$ cat src/rtl/iod_eye_train_ctrl.sv
// Multi-lane IOD eye-centring controller. Sweeps one lane's delay line from
// tap 0 upward, scores each tap clean/dirty from the eye-monitor flags, keeps
// the first widest clean run, then walks the line back to the run's centre.
// Lanes are trained one after another; every output is a register.
module iod_eye_train_ctrl #(
  parameter int NUM_LANES     = 1,
  parameter int TAP_W         = 7,
  parameter int NUM_TAPS      = 128,
  parameter int SETTLE_CYCLES = 8,
  parameter int SAMPLE_CYCLES = 16,
  parameter int MIN_WINDOW    = 4
) (
  input  logic                       FAB_CLK,
  input  logic                       RESET,
  input  logic                       TRAIN_START,
  input  logic [NUM_LANES-1:0]       EYE_MONITOR_EARLY,
  input  logic [NUM_LANES-1:0]       EYE_MONITOR_LATE,
  input  logic [NUM_LANES-1:0]       DELAY_LINE_OUT_OF_RANGE,
  output logic [NUM_LANES-1:0]       EYE_MONITOR_CLEAR_FLAGS,
  output logic [NUM_LANES-1:0]       DELAY_LINE_MOVE,
  output logic [NUM_LANES-1:0]       DELAY_LINE_DIRECTION,
  output logic [NUM_LANES-1:0]       DELAY_LINE_LOAD,
  output logic                       TRAIN_BUSY,
  output logic                       TRAIN_DONE,
  output logic                       TRAIN_ERR,
  output logic [NUM_LANES-1:0]       LANE_FAIL,
  output logic [NUM_LANES*TAP_W-1:0] LANE_TAP
);

  localparam int LANE_W  = (NUM_LANES > 1) ? $clog2(NUM_LANES) : 1;
  localparam int CNT_MAX = (SETTLE_CYCLES > SAMPLE_CYCLES) ? SETTLE_CYCLES : SAMPLE_CYCLES;
  localparam int CNT_W   = $clog2(CNT_MAX + 1);
  localparam int LEN_W   = TAP_W + 1;

  localparam logic [TAP_W-1:0]  LAST_TAP    = TAP_W'(NUM_TAPS - 1);
  localparam logic [LANE_W-1:0] LAST_LANE   = LANE_W'(NUM_LANES - 1);
  localparam logic [CNT_W-1:0]  SETTLE_LAST = CNT_W'(SETTLE_CYCLES - 1);
  localparam logic [CNT_W-1:0]  SAMPLE_LAST = CNT_W'(SAMPLE_CYCLES - 1);
  localparam logic [LEN_W-1:0]  MIN_LEN     = LEN_W'(MIN_WINDOW);

  typedef enum logic [3:0] {
    IDLE, LOAD, CLEAR, SETTLE, SAMPLE, EVAL, STEP, CENTER, FAIL, NEXT, DONE
  } state_t;

  state_t state_q, state_d;

  logic [LANE_W-1:0] lane_q;
  logic [TAP_W-1:0]  tap_q, target_q, run_start_q, best_start_q;
  logic [LEN_W-1:0]  run_len_q, best_len_q;
  logic [CNT_W-1:0]  cnt_q;
  logic              dirty_q, oor_q, phase_q;

  // Run tracking for the tap just sampled; only committed in EVAL.
  logic              flag_hit, oor_hit, sweep_end;
  logic [LEN_W-1:0]  run_len_d, best_len_d;
  logic [TAP_W-1:0]  run_start_d, best_start_d, target_d;

  assign flag_hit  = EYE_MONITOR_EARLY[lane_q] | EYE_MONITOR_LATE[lane_q];
  assign oor_hit   = DELAY_LINE_OUT_OF_RANGE[lane_q];
  assign sweep_end = (tap_q == LAST_TAP) || oor_q;

  // Extend or break the current clean run; a strictly longer run replaces the best.
  always_comb begin
    run_len_d    = dirty_q ? '0 : run_len_q + 1'b1;
    run_start_d  = (!dirty_q && run_len_q == '0) ? tap_q : run_start_q;
    best_len_d   = best_len_q;
    best_start_d = best_start_q;
    if (run_len_d > best_len_q) begin
      best_len_d   = run_len_d;
      best_start_d = run_start_d;
    end
    target_d = best_start_d + TAP_W'((best_len_d - 1'b1) >> 1);
  end

  // Next-state decode.
  always_comb begin
    state_d = state_q;
    case (state_q)
      IDLE, DONE: if (TRAIN_START) state_d = LOAD;
      LOAD:       state_d = CLEAR;
      CLEAR:      state_d = SETTLE;
      SETTLE:     if (cnt_q == SETTLE_LAST) state_d = SAMPLE;
      SAMPLE:     if (cnt_q == SAMPLE_LAST) state_d = EVAL;
      EVAL: begin
        if (sweep_end) state_d = (best_len_d >= MIN_LEN) ? CENTER : FAIL;
        else           state_d = STEP;
      end
      STEP:       state_d = CLEAR;
      CENTER:     if (tap_q <= target_q) state_d = NEXT;
      FAIL:       state_d = NEXT;
      NEXT:       state_d = (lane_q == LAST_LANE) ? DONE : LOAD;
      default:    state_d = IDLE;
    endcase
  end

  // State register.
  always_ff @(posedge FAB_CLK) begin
    if (RESET) state_q <= IDLE;
    else       state_q <= state_d;
  end

  // Registered strobes, results and per-lane sweep bookkeeping.
  always_ff @(posedge FAB_CLK) begin
    if (RESET) begin
      EYE_MONITOR_CLEAR_FLAGS <= '0;
      DELAY_LINE_MOVE         <= '0;
      DELAY_LINE_DIRECTION    <= '0;
      DELAY_LINE_LOAD         <= '0;
      TRAIN_BUSY              <= 1'b0;
      TRAIN_DONE              <= 1'b0;
      TRAIN_ERR               <= 1'b0;
      LANE_FAIL               <= '0;
      LANE_TAP                <= '0;
      lane_q                  <= '0;
      phase_q                 <= 1'b0;
    end else begin
      EYE_MONITOR_CLEAR_FLAGS <= '0;
      DELAY_LINE_MOVE         <= '0;
      DELAY_LINE_LOAD         <= '0;
      case (state_q)
        IDLE, DONE: begin
          if (TRAIN_START) begin
            lane_q     <= '0;
            TRAIN_BUSY <= 1'b1;
            TRAIN_DONE <= 1'b0;
            TRAIN_ERR  <= 1'b0;
            LANE_FAIL  <= '0;
            LANE_TAP   <= '0;
          end
        end
        LOAD: begin
          DELAY_LINE_LOAD[lane_q] <= 1'b1;
          tap_q        <= '0;
          run_len_q    <= '0;
          run_start_q  <= '0;
          best_len_q   <= '0;
          best_start_q <= '0;
        end
        CLEAR: begin
          EYE_MONITOR_CLEAR_FLAGS[lane_q] <= 1'b1;
          dirty_q <= 1'b0;
          oor_q   <= 1'b0;
          cnt_q   <= '0;
        end
        SETTLE: cnt_q <= (cnt_q == SETTLE_LAST) ? '0 : cnt_q + 1'b1;
        SAMPLE: begin
          cnt_q   <= (cnt_q == SAMPLE_LAST) ? '0 : cnt_q + 1'b1;
          dirty_q <= dirty_q | flag_hit;
          oor_q   <= oor_q | oor_hit;
        end
        EVAL: begin
          run_len_q    <= run_len_d;
          run_start_q  <= run_start_d;
          best_len_q   <= best_len_d;
          best_start_q <= best_start_d;
          target_q     <= target_d;
          phase_q      <= 1'b0;
        end
        STEP: begin
          DELAY_LINE_MOVE[lane_q]      <= 1'b1;
          DELAY_LINE_DIRECTION[lane_q] <= 1'b1;
          tap_q <= tap_q + 1'b1;
        end
        CENTER: begin
          // Walk back one tap every other cycle so moves never abut.
          if (tap_q > target_q) begin
            if (!phase_q) begin
              DELAY_LINE_MOVE[lane_q]      <= 1'b1;
              DELAY_LINE_DIRECTION[lane_q] <= 1'b0;
              tap_q <= tap_q - 1'b1;
            end
            phase_q <= ~phase_q;
          end else begin
            LANE_TAP[lane_q*TAP_W +: TAP_W] <= target_q;
          end
        end
        FAIL: begin
          DELAY_LINE_LOAD[lane_q]         <= 1'b1;
          LANE_FAIL[lane_q]               <= 1'b1;
          LANE_TAP[lane_q*TAP_W +: TAP_W] <= '0;
        end
        NEXT: begin
          if (lane_q == LAST_LANE) begin
            TRAIN_BUSY <= 1'b0;
            TRAIN_DONE <= 1'b1;
            TRAIN_ERR  <= |LANE_FAIL;
          end else begin
            lane_q <= lane_q + 1'b1;
          end
        end
        default: ;
      endcase
    end
  end

endmodule

$ cat config.mk
export PLATFORM = sky130hd
export DESIGN_NAME = iod_eye_train_ctrl
export DESIGN_NICKNAME = d
export VERILOG_FILES = /design/src/rtl/iod_eye_train_ctrl.sv
export SDC_FILE = /design/constraint.sdc
export NUM_CORES = 1
export LEC_CHECK = 0
export CAP_MARGIN = 40
export CORE_UTILIZATION = 40
export DETAILED_ROUTE_END_ITERATION = 12
export PLACE_DENSITY_LB_ADDON = 0.2
export SYNTH_ARGS = -nofsm -noshare
export SYNTH_HDL_FRONTEND = slang
export SYNTH_SLANG_ARGS = --single-unit
$ cat constraint.sdc
create_clock -name FAB_CLK -period 5.51 [get_ports FAB_CLK]
set_input_delay 0.551 -clock FAB_CLK [delete_from_list [all_inputs] [get_ports FAB_CLK]]
set_output_delay 0.551 -clock FAB_CLK [all_outputs]
set_load 0.02 [all_outputs]
==> results.sh, run 1 <==
export IMPL_run_status="completed"
export IMPL_clk_latency_ns=0.35
export IMPL_multiInputGateArea_sq_um=2290
export IMPL_syn_inst=461
export IMPL_portBuffers=20
export IMPL_finish_instance_area_sq_um=4940
export IMPL_ir_worst_vdd_mv=0.202
export IMPL_cts_tree="done"
export IMPL_pwr_share_clk_pct=18.9
export IMPL_path_depth=23
export IMPL_grt_usage_pct=17.9
export IMPL_worstPathArrival_ns=4.77
export IMPL_crit_path_end="target_q[6]$_DFFE_PP_"
export IMPL_antenna_found_initial=0
export IMPL_fin_worst_skew_ns=0.0118
export IMPL_ios=21
export IMPL_syn_num_nets=501
export IMPL_htreeDepth=3
export IMPL_first_pass_iters=4
export IMPL_grt_pass1_wl_microns=15900
export IMPL_slowest_stage="edfxtp_1"
export IMPL_power_total_w=0.00207
export IMPL_swShare_pct=39.3
export IMPL_vias=3305
export IMPL_route_detailed_drc=0
export IMPL_hpwl_microns=6890
export IMPL_antenna_left=0
export IMPL_finish_utilization_pct=47.0
export IMPL_synth_area_sq_um=4400
export IMPL_final_hold_viol_count=0
export IMPL_initialDrtViolationCount=134
export IMPL_crit_path_start="run_len_q[0]$_SDFFCE_PN0P_"
export IMPL_cap_violations=0
export IMPL_critical_path_buf_inv_count=3
export IMPL_ys_seq_area_share_pct=43.9
export IMPL_internal_power_w=0.00126
export IMPL_nNetsFinal=521
export IMPL_r2r_slack_ns=0.84
export IMPL_final_cell_mix="79 x nor2_1, 51 x edfxtp_1, 32 x ha_1"
export IMPL_num_antenna_cells=0
export IMPL_overflow=0
export IMPL_crit_fanout=6
export IMPL_setup_tns_ns=0
export IMPL_grt_max_degree=31
export IMPL_async_flop_share_pct=0
export IMPL_cts_resized=0
export IMPL_critical_path_max_stage_delay_ns=0.43
export IMPL_p_comb_share_pct=41.4
export IMPL_place_area_sq_um=4750
export IMPL_cts_buffers=9
export IMPL_wl_per_cell_microns=15.0
export IMPL_final_cells=622
export IMPL_ys_ff_latch=71
export IMPL_dp_cells=606
export IMPL_area_growth_pct=12.2
export IMPL_rr_worst_depth=23
export IMPL_crit_type="reg -> reg"
export IMPL_grt_pass1_vias=3230
export IMPL_r2r_end="target_q[6]$_DFFE_PP_"
export IMPL_cpMostUsedCell="ha_1"
export IMPL_chipHeight_microns=107
export IMPL_hold_path_depth=2
export IMPL_setup_viol=0
export IMPL_synthDistinctLibCells=57
export IMPL_seqPwrFrac_pct=39.6
export IMPL_p_leak_nw=1.92
export IMPL_critPathCaptureType="register"
export IMPL_vias_per_cell=5.31
export IMPL_drive_above_1_share_pct=7.41
export IMPL_synth_edf_count=51
export IMPL_crit_path_cell_trace="ha_1 -> nand3_1 -> xor2_1 -> nor2_1 -> ha_1 -> nand4_1 -> nor2_1 -> a211o_1 -> and2_1 -> nor2_1 -> a21oi_1 -> ha_1 -> inv_1 -> ha_1 -> inv_1 -> fa_1 -> inv_1 -> a21oi_1 -> o21bai_1 -> a21o_1 -> a21oi_1 -> xor2_1 -> xnor2_1"
export IMPL_r2r_start="run_len_q[0]$_SDFFCE_PN0P_"
export IMPL_cts_sinks=71
export IMPL_fillers=985
export IMPL_max_slew_worst_pin_slew_ns=0.762
export IMPL_grt_setup_unrepaired="no"
export IMPL_cts_buffer_depth=2
export IMPL_rows=37
export IMPL_critPathRequiredTime_ns=5.61
export IMPL_finalCriticalPeriod_ns=4.67
export IMPL_avgSynthCellArea_sq_um=9.55
export IMPL_start_util_pct=41.9
export IMPL_ctsHoldBuffers=0
export IMPL_die_x_microns=107
export IMPL_ys_flop_type="edfxtp_1"
export IMPL_p_per_area_nw_per_um2=419
export IMPL_hold_path_class="reg -> reg"
export IMPL_ys_warnings_count=0
export IMPL_path_clk_slew_ns=0.08
export IMPL_core_sq_um=10500
export IMPL_period_share_pct=84.7
export IMPL_drv_slew=0
export IMPL_gp_congestion=0.829
export IMPL_seq_area_sq_um=1930
export IMPL_cts_root_buf="clkbuf_8"
export IMPL_postRouteWirelength_microns=9330
export IMPL_critPathTopFamily="adder cells"
export IMPL_dieArea_sq_um=11400
export IMPL_worst_setup_path_start_kind="register"
export IMPL_postCtsSetupBuffers=0
export IMPL_switchingPower_w=0.000813
export IMPL_clock_fmax_mhz=214
export IMPL_final_common_cell="nor2_1"
export IMPL_slew_headroom_pct=48.7
[per-layer routing]
layer	wire (microns)	up-vias	global-route usage [%]
met5	0	-	0
met4	260	0	7.05
met3	353	17	3.83
met2	4170	67	27.9
met1	4540	1560	24.1
li1	-	1661	-
[registers in the layout, indices dropped and copies added (netlist names), 4 cells and up]
name and count:
run_start_q 7, target_q 7, tap_q 7, best_len_q 8, best_start_q 7, run_len_q 8, cnt_q 5, state_q 4
LANE_TAP 7
[synthesized netlist by cell type (all sizes together), types with 2 or more instances]
cell	n	area (sq um)
ha	32	400
nor2	80	308
nor2b	6	37.5
and4	2	17.5
buf	7	35.0
nand3	9	45.0
nor4	4	25.0
or2	3	18.8
nor4b	2	38.8
a31oi	3	18.8
o31ai	2	15.0
dfxtp	20	400
edfxtp	51	1530
and3	4	30.0
xnor2	21	184
nor3b	2	15.0
nand2b	3	18.8
and2	10	62.6
nor3	13	65.1
a41oi	3	26.3
o21a	2	15.0
mux2i	17	174
xor2	9	78.8
fa	2	40.0
clkbuf	10	37.5
o21bai	4	30.0
nand2	26	97.6
a21oi	29	149
or3	2	12.5
nand4	6	37.5
o21ai	24	124
a21o	7	52.6
a211oi	2	15.0
inv	31	116
[how the worst min path moves through the flow]
stage / start / end / slack [ns]
global route: LANE_FAIL$_SDFFE_PP0P_ / TRAIN_ERR$_SDFFE_PP0P_ / 0.52
detailed placement: LANE_FAIL$_SDFFE_PP0P_ / TRAIN_ERR$_SDFFE_PP0P_ / 0.48
global placement: LANE_FAIL$_SDFFE_PP0P_ / TRAIN_ERR$_SDFFE_PP0P_ / 0.46
finish: LANE_FAIL$_SDFFE_PP0P_ / TRAIN_ERR$_SDFFE_PP0P_ / 0.49
CTS: LANE_FAIL$_SDFFE_PP0P_ / TRAIN_ERR$_SDFFE_PP0P_ / 0.49
floorplan: oor_q$_DFFE_PP_ / oor_q$_DFFE_PP_ / 0.54
[per-stage QoR]
stage               hold WS, ns  setup slack (ns)
finish                    0.487             0.842
global route              0.517             0.488
CTS                       0.490             0.844
detailed placement        0.479             0.835
global placement          0.460             0.981
floorplan                 0.536             0.989
[power groups by stage]
| stage | logic (W) | registers (W) | clock network [W] |
|---|---|---|---|
| 2_1_floorplan | 0.000688 | 0.000779 | 0 |
| 3_3_place_gp | 0.000840 | 0.000827 | 0 |
| 3_5_place_dp | 0.000854 | 0.000831 | 0 |
| 4_1_cts | 0.000862 | 0.000820 | 0.000407 |
| 5_1_grt | 0.000973 | 0.000835 | 0.000428 |
| 6_report | 0.000858 | 0.000820 | 0.000392 |
[area by class of cell]
cell class | instances | area share, %
multi-input cells | 342 | 46.3
flip-flops and latches | 71 | 39.1
repair buffers | 26 | 5.07
well taps | 136 | 3.45
clock buffers | 12 | 3.14
inverters | 31 | 2.36
clock inverters | 4 | 0.583
[worst min-delay path, delay by kind of cell (launching register included)]
kind / cells / cell delay (ns)
AO/OA/AOI/OAI: 1 / 0.06
flip-flops: 1 / 0.33
AND/OR/NAND/NOR: 1 / 0.06
[cells by family after synthesis]
logic type               share of synthesized area, %
flip-flops                                       43.9
XOR/XNOR                                         5.97
adder cells (fa/ha/maj)                          10.2
multiplexers                                     4.21
AND/OR/NAND/NOR                                  19.2
AO/OA/AOI/OAI                                    12.2
buffers and inverters                            4.29
(Power assumes the default switching activity.)
==> run 2, diff against run 1 <==
==> constraint.sdc (replaced) <==
create_clock -name FAB_CLK -period 4 [get_ports FAB_CLK]
set_input_delay 0.4 -clock FAB_CLK [delete_from_list [all_inputs] [get_ports FAB_CLK]]
set_output_delay 0.4 -clock FAB_CLK [all_outputs]
set_load 0.02 [all_outputs]
==> run 2 against run 1 <==
The flow now finishes with violations (setup timing). Flip-flop and latch count is the same. Sequential power grew 35%. Core utilization grew 4.1 points. Count of clock-buffer cells in the layout shrank 2. Power grew 54%. Sequential share of layout area shrank 3.1 points. Hold slack lost 0.0078 ns. Routed wire length grew 5.7%. Global-route usage grew 1.1 points. Register-to-register slack lost 1.1 ns. Highest routed layer unchanged. Clock skew shrank 0.0013 ns. Setup slack lost 1.1 ns.
==> results.sh, run 2 (synthesis results as in run 1) <==
export IMPL_fin_worst_skew_ns=0.0105
export IMPL_grtUsageMet3_pct=4.01
export IMPL_antenna_found_initial=0
export IMPL_place_ws_ns=-0.247
export IMPL_setup_ws_ns=-0.263
export IMPL_vias=3457
export IMPL_ir_worst_vdd_mv=0.263
export IMPL_path_clk_slew_ns=0.08
export IMPL_max_slew_worst_pin_slew_ns=0.694
export IMPL_vias_per_cell=5.20
export IMPL_grt_usage_pct=19.0
export IMPL_final_cell_mix="76 x nor2_1, 51 x edfxtp_1, 49 x buf_4"
export IMPL_gp_congestion=0.852
export IMPL_nNetsFinal=564
export IMPL_rows=37
export IMPL_hpwl_microns=7280
export IMPL_p_leak_nw=2.14
export IMPL_violations="setup timing"
export IMPL_clock_fmax_mhz=235
export IMPL_die_x_microns=107
export IMPL_cts_root_buf="clkbuf_8"
export IMPL_grt_use_met1_pct=24.0
export IMPL_cts_buffer_depth=2
export IMPL_top_usage_layer="met2"
export IMPL_core_sq_um=10500
export IMPL_htreeDepth=3
export IMPL_cts_sinks=71
export IMPL_wl_per_cell_microns=14.8
export IMPL_cap_violations=0
export IMPL_hold_ws_ns=0.479
export IMPL_ctsHoldBuffers=0
export IMPL_grt_setup_unrepaired="yes"
export IMPL_cts_tree="done"
export IMPL_finish_instance_area_sq_um=5370
export IMPL_cts_buffers=9
export IMPL_initialDrtViolationCount=123
export IMPL_final_common_cell="nor2_1"
export IMPL_p_per_area_nw_per_um2=593
export IMPL_route_detailed_drc=0
export IMPL_ios=21
export IMPL_first_pass_iters=5
export IMPL_worstPathArrival_ns=4.38
export IMPL_worst_setup_path_start_kind="register"
export IMPL_place_area_sq_um=5040
export IMPL_setup_viol=1
export IMPL_clk_latency_ns=0.36
export IMPL_critPathCaptureType="register"
export IMPL_overflow=0
export IMPL_crit_fanout=5
export IMPL_grt_pass1_wl_microns=16800
export IMPL_use_met2_pct=31.6
export IMPL_portBuffers=20
export IMPL_postRouteWirelength_microns=9860
export IMPL_crit_type="reg -> reg"
export IMPL_chipHeight_microns=107
export IMPL_dieArea_sq_um=11400
export IMPL_critPathRequiredTime_ns=4.12
export IMPL_drive_above_1_share_pct=18.9
export IMPL_reg_top3="best_len_q x8, run_len_q x8"
export IMPL_area_growth_pct=22.0
export IMPL_final_hold_viol_count=0
export IMPL_grt_max_degree=31
export IMPL_period_share_pct=107
export IMPL_start_util_pct=41.9
export IMPL_antenna_left=0
export IMPL_slew_headroom_pct=53.3
export IMPL_hold_path_class="reg -> reg"
export IMPL_grt_pass1_vias=3533
export IMPL_num_antenna_cells=0
export IMPL_setup_tns_ns=-0.263
export IMPL_run_status="finished with violations"
export IMPL_finalCriticalPeriod_ns=4.26
export IMPL_drv_slew=0
run 2: metal layers:
layer,part of all wire (%),up-vias,wire (microns)
li1,-,1750,-
met1,48,1619,4700
met2,47,68,4630
met3,3.4,20,337
met4,2.0,0,199
met5,0,-,0
run 2: worst max-delay path: stages, from the launching register on:
cell	delay, ns
edfxtp_1	0.42
ha_2	0.20
and2_4	0.14
nand4_1	0.15
xor2_2	0.20
nor2_2	0.14
ha_1	0.25
nand4_1	0.15
nor2_1	0.07
a211o_1	0.31
and2_4	0.20
a21oi_4	0.19
ha_4	0.23
inv_2	0.06
ha_4	0.12
inv_2	0.04
fa_2	0.37
inv_2	0.06
a21oi_2	0.04
o21bai_1	0.18
a21o_1	0.15
a21oi_2	0.05
xor2_1	0.16
xnor2_1	0.14
run 2: path summary, 6_finish.rpt:
path,end,startpoint,slack (ns),cells past startpoint
min reg2reg,TRAIN_ERR$_SDFFE_PP0P_,LANE_FAIL$_SDFFE_PP0P_,0.48,2
max,target_q[6]$_DFFE_PP_,run_len_q[0]$_SDFFCE_PN0P_,-0.26,23
min,TRAIN_ERR$_SDFFE_PP0P_,LANE_FAIL$_SDFFE_PP0P_,0.48,2
max reg2reg,target_q[6]$_DFFE_PP_,run_len_q[0]$_SDFFCE_PN0P_,-0.26,23
run 2: per-stage QoR:
| step | util [%] | total power [W] | std cells |
|---|---|---|---|
| floorplan | - | 0.00206 | 461 |
| global placement | 48.0 | 0.00250 | 641 |
| detailed placement | 48.0 | 0.00252 | 641 |
| CTS | 50.2 | 0.00314 | 661 |
| global route | 51.1 | 0.00342 | 665 |
| finish | 51.1 | 0.00318 | 665 |
run 2: power by group:
group	switching [W]	internal, W
clock network	0.000298	0.000293
registers	0.000126	0.000981
logic	0.000791	0.000692
run 2: cell type report:
class | count | area (sq um)
fillers | 958 | 5140
multi-input cells | 342 | 2390
flip-flops and latches | 71 | 1930
repair buffers | 69 | 568
well taps | 136 | 170
clock buffers | 10 | 128
inverters | 31 | 116
clock inverters | 6 | 68.8
run 2: timing repair:
item / 4_1_cts / 5_1_grt
gates resized for setup: 1 / 12
setup buffers: 4 / 4
pin swaps: 4 / 14
setup endpoints to repair: 2 / 4
